==> src/rtl/fetch_buffer_pkg.sv <==
// Shared IFU configuration for the fetch buffer: NOP encoding and the
// fetch-buffer enable/depth configuration fields.
package fetch_buffer_pkg;

  localparam logic [31:0] NOP_INSTR = 32'h0000_0013;

  typedef struct packed {
    logic       fetch_buffer_en;
    logic [3:0] fetch_buffer_depth;
  } ifu_cfg_t;

  localparam ifu_cfg_t IFU_CFG = '{fetch_buffer_en: 1'b1, fetch_buffer_depth: 4'd3};

endpackage

==> src/rtl/fetch_buffer_ptr.sv <==
// Modulo-DEPTH wrap counter with enable and synchronous clear; used for the
// fetch buffer's head and tail pointers.
module fetch_buffer_ptr #(
  parameter int DEPTH = 3,
  parameter int PTR_W = $clog2(DEPTH)
) (
  input  logic             clk,
  input  logic             reset,
  input  logic             clear,
  input  logic             en,
  output logic [PTR_W-1:0] ptr
);

  // NOTE: sequential state is always assigned with <= so every flop samples
  // pre-edge values regardless of block ordering.
  always_ff @(posedge clk) begin
    if (reset || clear) begin
      ptr <= '0;
    end else if (en) begin
      ptr <= (ptr == PTR_W'(DEPTH - 1)) ? '0 : ptr + PTR_W'(1);
    end
  end

endmodule

==> src/rtl/fetch_buffer.sv <==
// Circular instruction queue between fetch and decode.
// Optional same-cycle empty-buffer bypass enabled by defining FETCHBUF_BYPASS_EN.
module fetch_buffer
  import fetch_buffer_pkg::*;
#(
  parameter int WIDTH = 32,
  parameter int DEPTH = int'(IFU_CFG.fetch_buffer_depth)
) (
  input  logic                       clk,
  input  logic                       reset,
  input  logic                       FlushD,
  input  logic                       StallD,
  input  logic [WIDTH-1:0]           InstrF,
  input  logic                       InstrValidF,
  output logic                       FetchStallF,
  output logic [WIDTH-1:0]           InstrD,
  output logic                       InstrValidD,
  output logic [$clog2(DEPTH+1)-1:0] CountF
);

  localparam int PTR_W = $clog2(DEPTH);
  localparam int CW    = $clog2(DEPTH + 1);

  logic [PTR_W-1:0] head;
  logic [PTR_W-1:0] tail;
  logic [WIDTH-1:0] storage [DEPTH];
  logic [DEPTH-1:0] wr_sel;
  logic             empty;
  logic             full;
  logic             bypass;
  logic             bypass_take;
  logic             push;
  logic             pop;

  assign empty       = (CountF == '0);
  assign full        = (CountF == CW'(DEPTH));
  assign FetchStallF = full;

`ifdef FETCHBUF_BYPASS_EN
  assign bypass = empty & InstrValidF & ~FlushD;
`else
  assign bypass = 1'b0;
`endif

  // A bypassed instruction that decode takes immediately never enters storage.
  assign bypass_take = bypass & ~StallD;
  assign push        = InstrValidF & ~full & ~FlushD & ~bypass_take;
  assign pop         = ~empty & ~StallD & ~FlushD;

  always_comb begin
    // NOTE: outputs get defaults first so no path through this block can
    // leave them unassigned and infer a latch.
    InstrValidD = ~empty | bypass;
    InstrD      = storage[head];
    if (empty) begin
      InstrD = bypass ? InstrF : WIDTH'(NOP_INSTR);
    end
  end

  fetch_buffer_ptr #(.DEPTH(DEPTH), .PTR_W(PTR_W)) u_head (
    .clk   (clk),
    .reset (reset),
    .clear (FlushD),
    .en    (pop),
    .ptr   (head)
  );

  fetch_buffer_ptr #(.DEPTH(DEPTH), .PTR_W(PTR_W)) u_tail (
    .clk   (clk),
    .reset (reset),
    .clear (FlushD),
    .en    (push),
    .ptr   (tail)
  );

  always_ff @(posedge clk) begin
    if (reset || FlushD) begin
      CountF <= '0;
    end else begin
      case ({push, pop})
        2'b10:   CountF <= CountF + CW'(1);
        2'b01:   CountF <= CountF - CW'(1);
        default: CountF <= CountF;
      endcase
    end
  end

  always_comb begin
    for (int i = 0; i < DEPTH; i++) begin
      wr_sel[i] = push && (tail == PTR_W'(i));
    end
  end

  // NOTE: storage has no reset; an entry is only read after CountF says it
  // was written, so its power-up value never reaches decode.
  always_ff @(posedge clk) begin
    for (int i = 0; i < DEPTH; i++) begin
      if (wr_sel[i]) begin
        storage[i] <= InstrF;
      end
    end
  end

endmodule

==> config.mk <==
export PLATFORM = sky130hd
export DESIGN_NAME = fetch_buffer
export DESIGN_NICKNAME = d
export VERILOG_FILES = /design/src/rtl/fetch_buffer_pkg.sv /design/src/rtl/fetch_buffer_ptr.sv /design/src/rtl/fetch_buffer.sv
export SDC_FILE = /design/constraint.sdc
export NUM_CORES = 1
export LEC_CHECK = 0
export ABC_AREA = 1
export CAP_MARGIN = 20
export CORE_MARGIN = 4
export CORE_UTILIZATION = 30
export DETAILED_ROUTE_END_ITERATION = 6
export MAX_ROUTING_LAYER = met4
export SYNTH_ARGS = -nofsm -noshare
export SYNTH_HDL_FRONTEND = slang
export SYNTH_SLANG_ARGS = --single-unit
==> constraint.sdc <==
create_clock -name clk -period 4.7 [get_ports clk]
set_input_delay 1.41 -clock clk [delete_from_list [all_inputs] [get_ports clk]]
set_output_delay 1.41 -clock clk [all_outputs]
set_load 0.01 [all_outputs]
### Word level (Yosys, flattened, before mapping)

Memory sizes are Yosys's and may differ from the RTL's. A register that Yosys moved wholly into a read port is not among the register bits.
Cells that the tools add are included.

| storage, ports and cells | value |
|---|---|
| bits in registers | 6 |
| bits in writable memories | 96 |
| input bits | 37 |
| output and inout port bits | 36 |
| word-level logic and storage cells | 49 |
| memories | 1 |

Memory list:

| name | depth | bits a word | rd ports | clocked after memory_dff | write ports | RTL line | RTL |
|---|---|---|---|---|---|---|---|
| storage | 3 | 32 | 1 | 1 | 1 | fetch_buffer.sv:26 | `logic [WIDTH-1:0] storage [DEPTH];` |

| operators by class | value |
|---|---|
| add/subtract/negate cells | 4 |
| eq/ne operators | 6 |
| multiplexer cells | 18 |
| bitwise logic cells | 8 |
| reductions and logical operators | 9 |

Operators with widths:

| operator | count |
|---|---|
| $mux 32 | 3 |
| $reduce_or 32->1 | 2 |
| $mux 2 | 6 |
| $eq 2x2->1 const B | 4 |
| $mux 1 | 8 |
| $add 2x1->2 const B | 3 |
| $and 1x1->1 | 4 |
| $eq 2x1->1 const B | 2 |
| $logic_not 2->1 | 2 |
| $not 1->1 | 4 |
| $pmux 2 s2 | 1 |
| $logic_and 1x1->1 | 3 |
| $reduce_bool 2->1 | 1 |
| $sub 2x1->2 const B | 1 |
| $logic_or 1x1->1 | 1 |

### Logic depth before layout (Yosys ltp)

| depth | value |
|---|---|
| word-level depth | 10 |
| depth in mapped cells | 10 |
| gate-level depth less buffers | 10 |

### By module

A second synthesis with hierarchy kept.

| unflattened totals | value |
|---|---|
| cells, all modules | 390 |
| area total of the unflattened synthesis | 4296.6 µm² |

By module, submodules not included:

| module | times used | cells an instance | area each (µm²) | sequential area each (µm²) |
|---|---|---|---|---|
| fetch_buffer | 1 | 364 | 4126.5 | 2922.8 |
| fetch_buffer_ptr | 2 | 13 | 85.1 | 40.0 |

### Least setup slack after synthesis

OpenSTA, ideal clock, no wires.

| timing path | value |
|---|---|
| kind | input -> register |
| start | in FlushD |
| end | mem storage[2][0], enable pin |
| setup time | 0.421 ns |
| arrival | 2.947 ns |
| required time | 4.279 ns |
| setup slack | 1.332 ns |
| stages on the path | 3 |
| path buffers | 0 |
| path through | inv_1 > nand3_2 > nor2_1 |

| between the ends | value |
|---|---|
| elaborated cells on any way between the ends | 17 |
| classes of those cells | 10 x mux; 2 x bitwise; 5 x reduce/logical |

RTL lines:

| what | RTL line | RTL |
|---|---|---|
| start: declaration | fetch_buffer.sv:11 | `input logic FlushD,` |
| $not 1->1 (*) | fetch_buffer.sv:47 | `assign push = InstrValidF & ~full & ~FlushD & ~bypass_take;` |
| $and 1x1->1 (*) | fetch_buffer.sv:47 |  |
| $logic_and 1x1->1 (*) | fetch_buffer.sv:90 | `wr_sel[i] = push && (tail == PTR_W'(i));` |
| named net wr_sel[2] | fetch_buffer.sv:27 | `logic [DEPTH-1:0] wr_sel;` |
| $mux 1 (*) | fetch_buffer.sv:98 | `if (wr_sel[i]) begin` |
| $mux 1 (not written as such) (*) | fetch_buffer.sv:99 | `storage[i] <= InstrF;` |
| $reduce_or 32->1 (no source line) | -- |  |
| $mux 2 (no source line) or $mux 1 (tied branches) | -- |  |
| end: declaration | fetch_buffer.sv:26 |  |

The timed path passes the listed nets; every way through them passes the cells marked *.

==> results.py <==
metrics = {
    "synthesis": {
        "synthAdderAreaFrac_pct": 0.288,
        "synth_area_um2": 4340,
        "yosys.area_share.simple_pct": 11.8,
        "syn-num-nets": 430,
        "synth_top_cell_area_share_pct": 66.5,
        "synth_cell_type_count": 23,
        "ys_seq_area_share_pct": 70.1,
        "synth_common_cells": "96 x edfxtp_1, 73 x inv_1, 64 x nor2_1",
        "synth-compound-area-share_pct": 8.31,
        "ys_warn_count": 0,
        "synth.avg_cell_area_um2": 11.1,
        "synthXorXnorAreaFrac_pct": 0,
        "yosys-top-cells-area": "edfxtp_1 66%, inv_1 6.3%, nor2_1 5.5%",
        "synth_cells": 392,
        "synth-seq-cells": 104,
        "synth.largest_area_cell": "edfxtp_1",
        "synthArstFlopShare_pct": 0,
        "synth-main-ff-cell": "edfxtp_1",
        "synth-edff-count": 96,
        "synth.most_common_cell": "edfxtp_1",
        "synth_mux_area_share_pct": 0,
        "synth_top_family_by_area": "simple AND/OR/NAND/NOR gates",
    },
    "sta": {
        "tightest_slew_ns": 0.996,
        "rsz0062_at_grt": "no",
        "slew-limit-headroom_pct": 33.4,
        "worst_slack_ns": 0.930,
        "finalCritPeriodShare_pct": 80.2,
        "tns_ns": 0,
        "hold_ws_ns": 0.488,
        "finalSetupViolCount": 0,
        "max_freq_mhz": 265,
        "clock_skew_ns": 0.00471,
        "report.final.hold_viol_count": 0,
        "maxSlewViolCount": 0,
        "finalCriticalPeriod_ns": 3.77,
    },
    "clock_tree": {
        "clkSlewWorstSetupHoldPaths_ns": 0.07,
        "cts.sinks": 104,
        "clock_path_buffers": 2,
        "clock_latency_ns": 0.33,
        "numCtsBuffers": 9,
        "cts_root_buf": "clkbuf_16",
        "cts_hold_buf": 0,
        "cts_setup_buffers": 0,
        "htree_levels": 3,
        "cts_resized": 0,
        "tritoncts": "done",
    },
    "placed_design": {
        "port_buffers": 72,
        "place_hpwl_um": 5630,
        "dp_slack_ns": 1.14,
        "placed_cell_area_um2": 5190,
        "dp.cells": 630,
        "gp_congestion": 0.766,
    },
    "critical_path": {
        "path_buf_inv": 2,
        "crit_chain": "o21ai_0 -> o21ai_1 -> inv_1 -> clkdlybuf4s50_1",
        "crit_type": "reg2out",
        "cp.arrival_ns": 2.36,
        "critPathRequiredTime_ns": 3.29,
        "r2r_end": "storage[1][28]$_DFFE_PP_",
        "critPathMaxFanout": 64,
        "crit_family": "flip-flops",
        "critPathSlowestCell": "dfxtp_2",
        "end_kind": "output pin",
        "critPathMaxStageDelay_ns": 0.97,
        "r2r-start": "CountF[0]$_SDFFE_PP0P_",
        "r2r_setup_slack_ns": 2.47,
        "cp-start-kind": "register",
        "r2r_cells": 4,
    },
    "cells_and_area": {
        "drive_gt1_share_pct": 7.73,
        "n_fill_cell": 1348,
        "register_area_um2": 3050,
        "num_antenna_cells": 0,
        "final_cell_count_no_fill": 646,
        "finalInstanceArea_um2": 5510,
        "multi_input_comb_area_um2": 892,
        "area_growth_pct": 27.0,
        "layout.nets": 499,
    },
    "routing": {
        "drtIter0Drc": 175,
        "via_count": 2725,
        "post_drt_wl_per_cell_um": 13.3,
        "wl_um": 8600,
        "drt-pass1-iter-count": 4,
        "drc": 0,
        "ant_nets": 0,
        "vias_per_cell": 4.22,
    },
    "power": {
        "power.leakage_nw": 2.17,
        "vdd.ir_drop.worst_mv": 0.159,
        "p_per_area_nw_per_um2": 351,
    },
    "hold_path": {
        "holdPathStages": 2,
        "hold_class": "reg2reg",
        "hp-start": "u_tail.ptr[0]$_SDFFE_PP0P_",
        "min_to": "u_tail.ptr[0]$_SDFFE_PP0P_",
    },
    "die": {
        "rows": 43,
        "coreArea_um2": 14000,
        "start_util_pct": 30.9,
        "dieArea_um2": 16400,
        "pin_count": 73,
        "fp.dieH_um": 128,
        "die_w_um": 128,
    },
    "status": {
        "outcome": "complete, no violations",
    },
    "global_routing": {
        "grt_overflow": 0,
        "grt_use_total_pct": 11.0,
        "grt_pass1_wl_um": 13800,
        "first_global_vias": 2733,
        "antenna_found_initial": 0,
        "grt_max_degree": 65,
    },
    "flow_run": {
        "maxCapViolations": 0,
    },
}
==> power by group <==
group / internal (mW) / leakage [nW] / switching [mW]
clock network: 0.467 / 0.146 / 0.322
logic: 0.0544 / 1.09 / 0.0537
registers: 1.03 / 0.941 / 0.00633
total: 1.55 / 2.17 / 0.382
==> tightest hold or removal path: cells and delay by family, from the launching register on <==
kind	cells	cell delay, ns
DFF	1	0.33
AOI/OAI and AO/OA	1	0.05
and+or+nand+nor	1	0.06
==> state kept, by name, summed over array words and instances (netlist names), named ones only <==
register and cells:
storage 96, u_head.ptr 2, CountF 2, u_tail.ptr 2
==> cell families (layout without fill, tap and decap cells) <==
group | after synthesis | after routing
and+or+nand+nor | 123 | 123
DFF | 104 | 104
AOI/OAI and AO/OA | 72 | 72
adders and majority gates | 1 | 1
buffers and inverters | 92 | 166
==> worst max-delay path by stage <==
| stage | start | endpoint | slack, ns | depth (start not counted) |
|---|---|---|---|---|
| 2_1_floorplan | FlushD | storage[2][0]$_DFFE_PP_ | 1.33 | 3 |
| 3_3_place_gp | FlushD | storage[1][1]$_DFFE_PP_ | 1.18 | 5 |
| 3_5_place_dp | FlushD | storage[1][4]$_DFFE_PP_ | 1.14 | 5 |
| 4_1_cts | register | InstrD[2] | 0.90 | 4 |
| 5_1_grt | register | InstrD[16] | 0.71 | 4 |
| 6_report | register | InstrD[18] | 0.93 | 4 |
==> area by class of cell <==
class | instances | area share [%]
Inverter | 75 | 5.11
Timing Repair Buffer | 75 | 13.5
Tap cell | 180 | 4.09
Clock inverter | 7 | 1.73
Sequential cell | 104 | 55.3
Multi-Input combinational cell | 196 | 16.2
Clock buffer | 9 | 4.09
==> metal layers <==
layer | up-vias | wire length (µm) | GRT usage [%]
met5 | - | 0 | -
met4 | 0 | 84 | 3.37
met3 | 6 | 429 | 2.29
met2 | 66 | 4150 | 18.1
met1 | 1248 | 3930 | 13.6
li1 | 1405 | - | -
==> per-stage QoR <==
stage / util, % / power, mW
6_report: 39.2 / 1.93
5_1_grt: 39.2 / 2.00
4_1_cts: 39.2 / 1.95
3_5_place_dp: 36.9 / 1.17
3_3_place_gp: 36.9 / 1.16
2_1_floorplan: - / 1.10
==> cells in the final DEF, fill, tap and decap left out <==
master / instances
a21oi_1: 6
buf_4: 3
bufinv_16: 2
clkbuf_16: 9
clkdlybuf4s50_1: 72
clkinv_1: 3
clkinvlp_4: 3
dfxtp_1: 6
dfxtp_2: 2
edfxtp_1: 96
ha_1: 1
inv_1: 71
inv_2: 2
inv_6: 1
nand2_1: 42
nand2_2: 1
nand3_1: 2
nand3_2: 1
nand3b_1: 1
nand4_1: 1
nor2_1: 63
nor2_2: 10
nor2_4: 2
o21ai_0: 36
o21ai_1: 30
(Power assumes the default switching activity.)
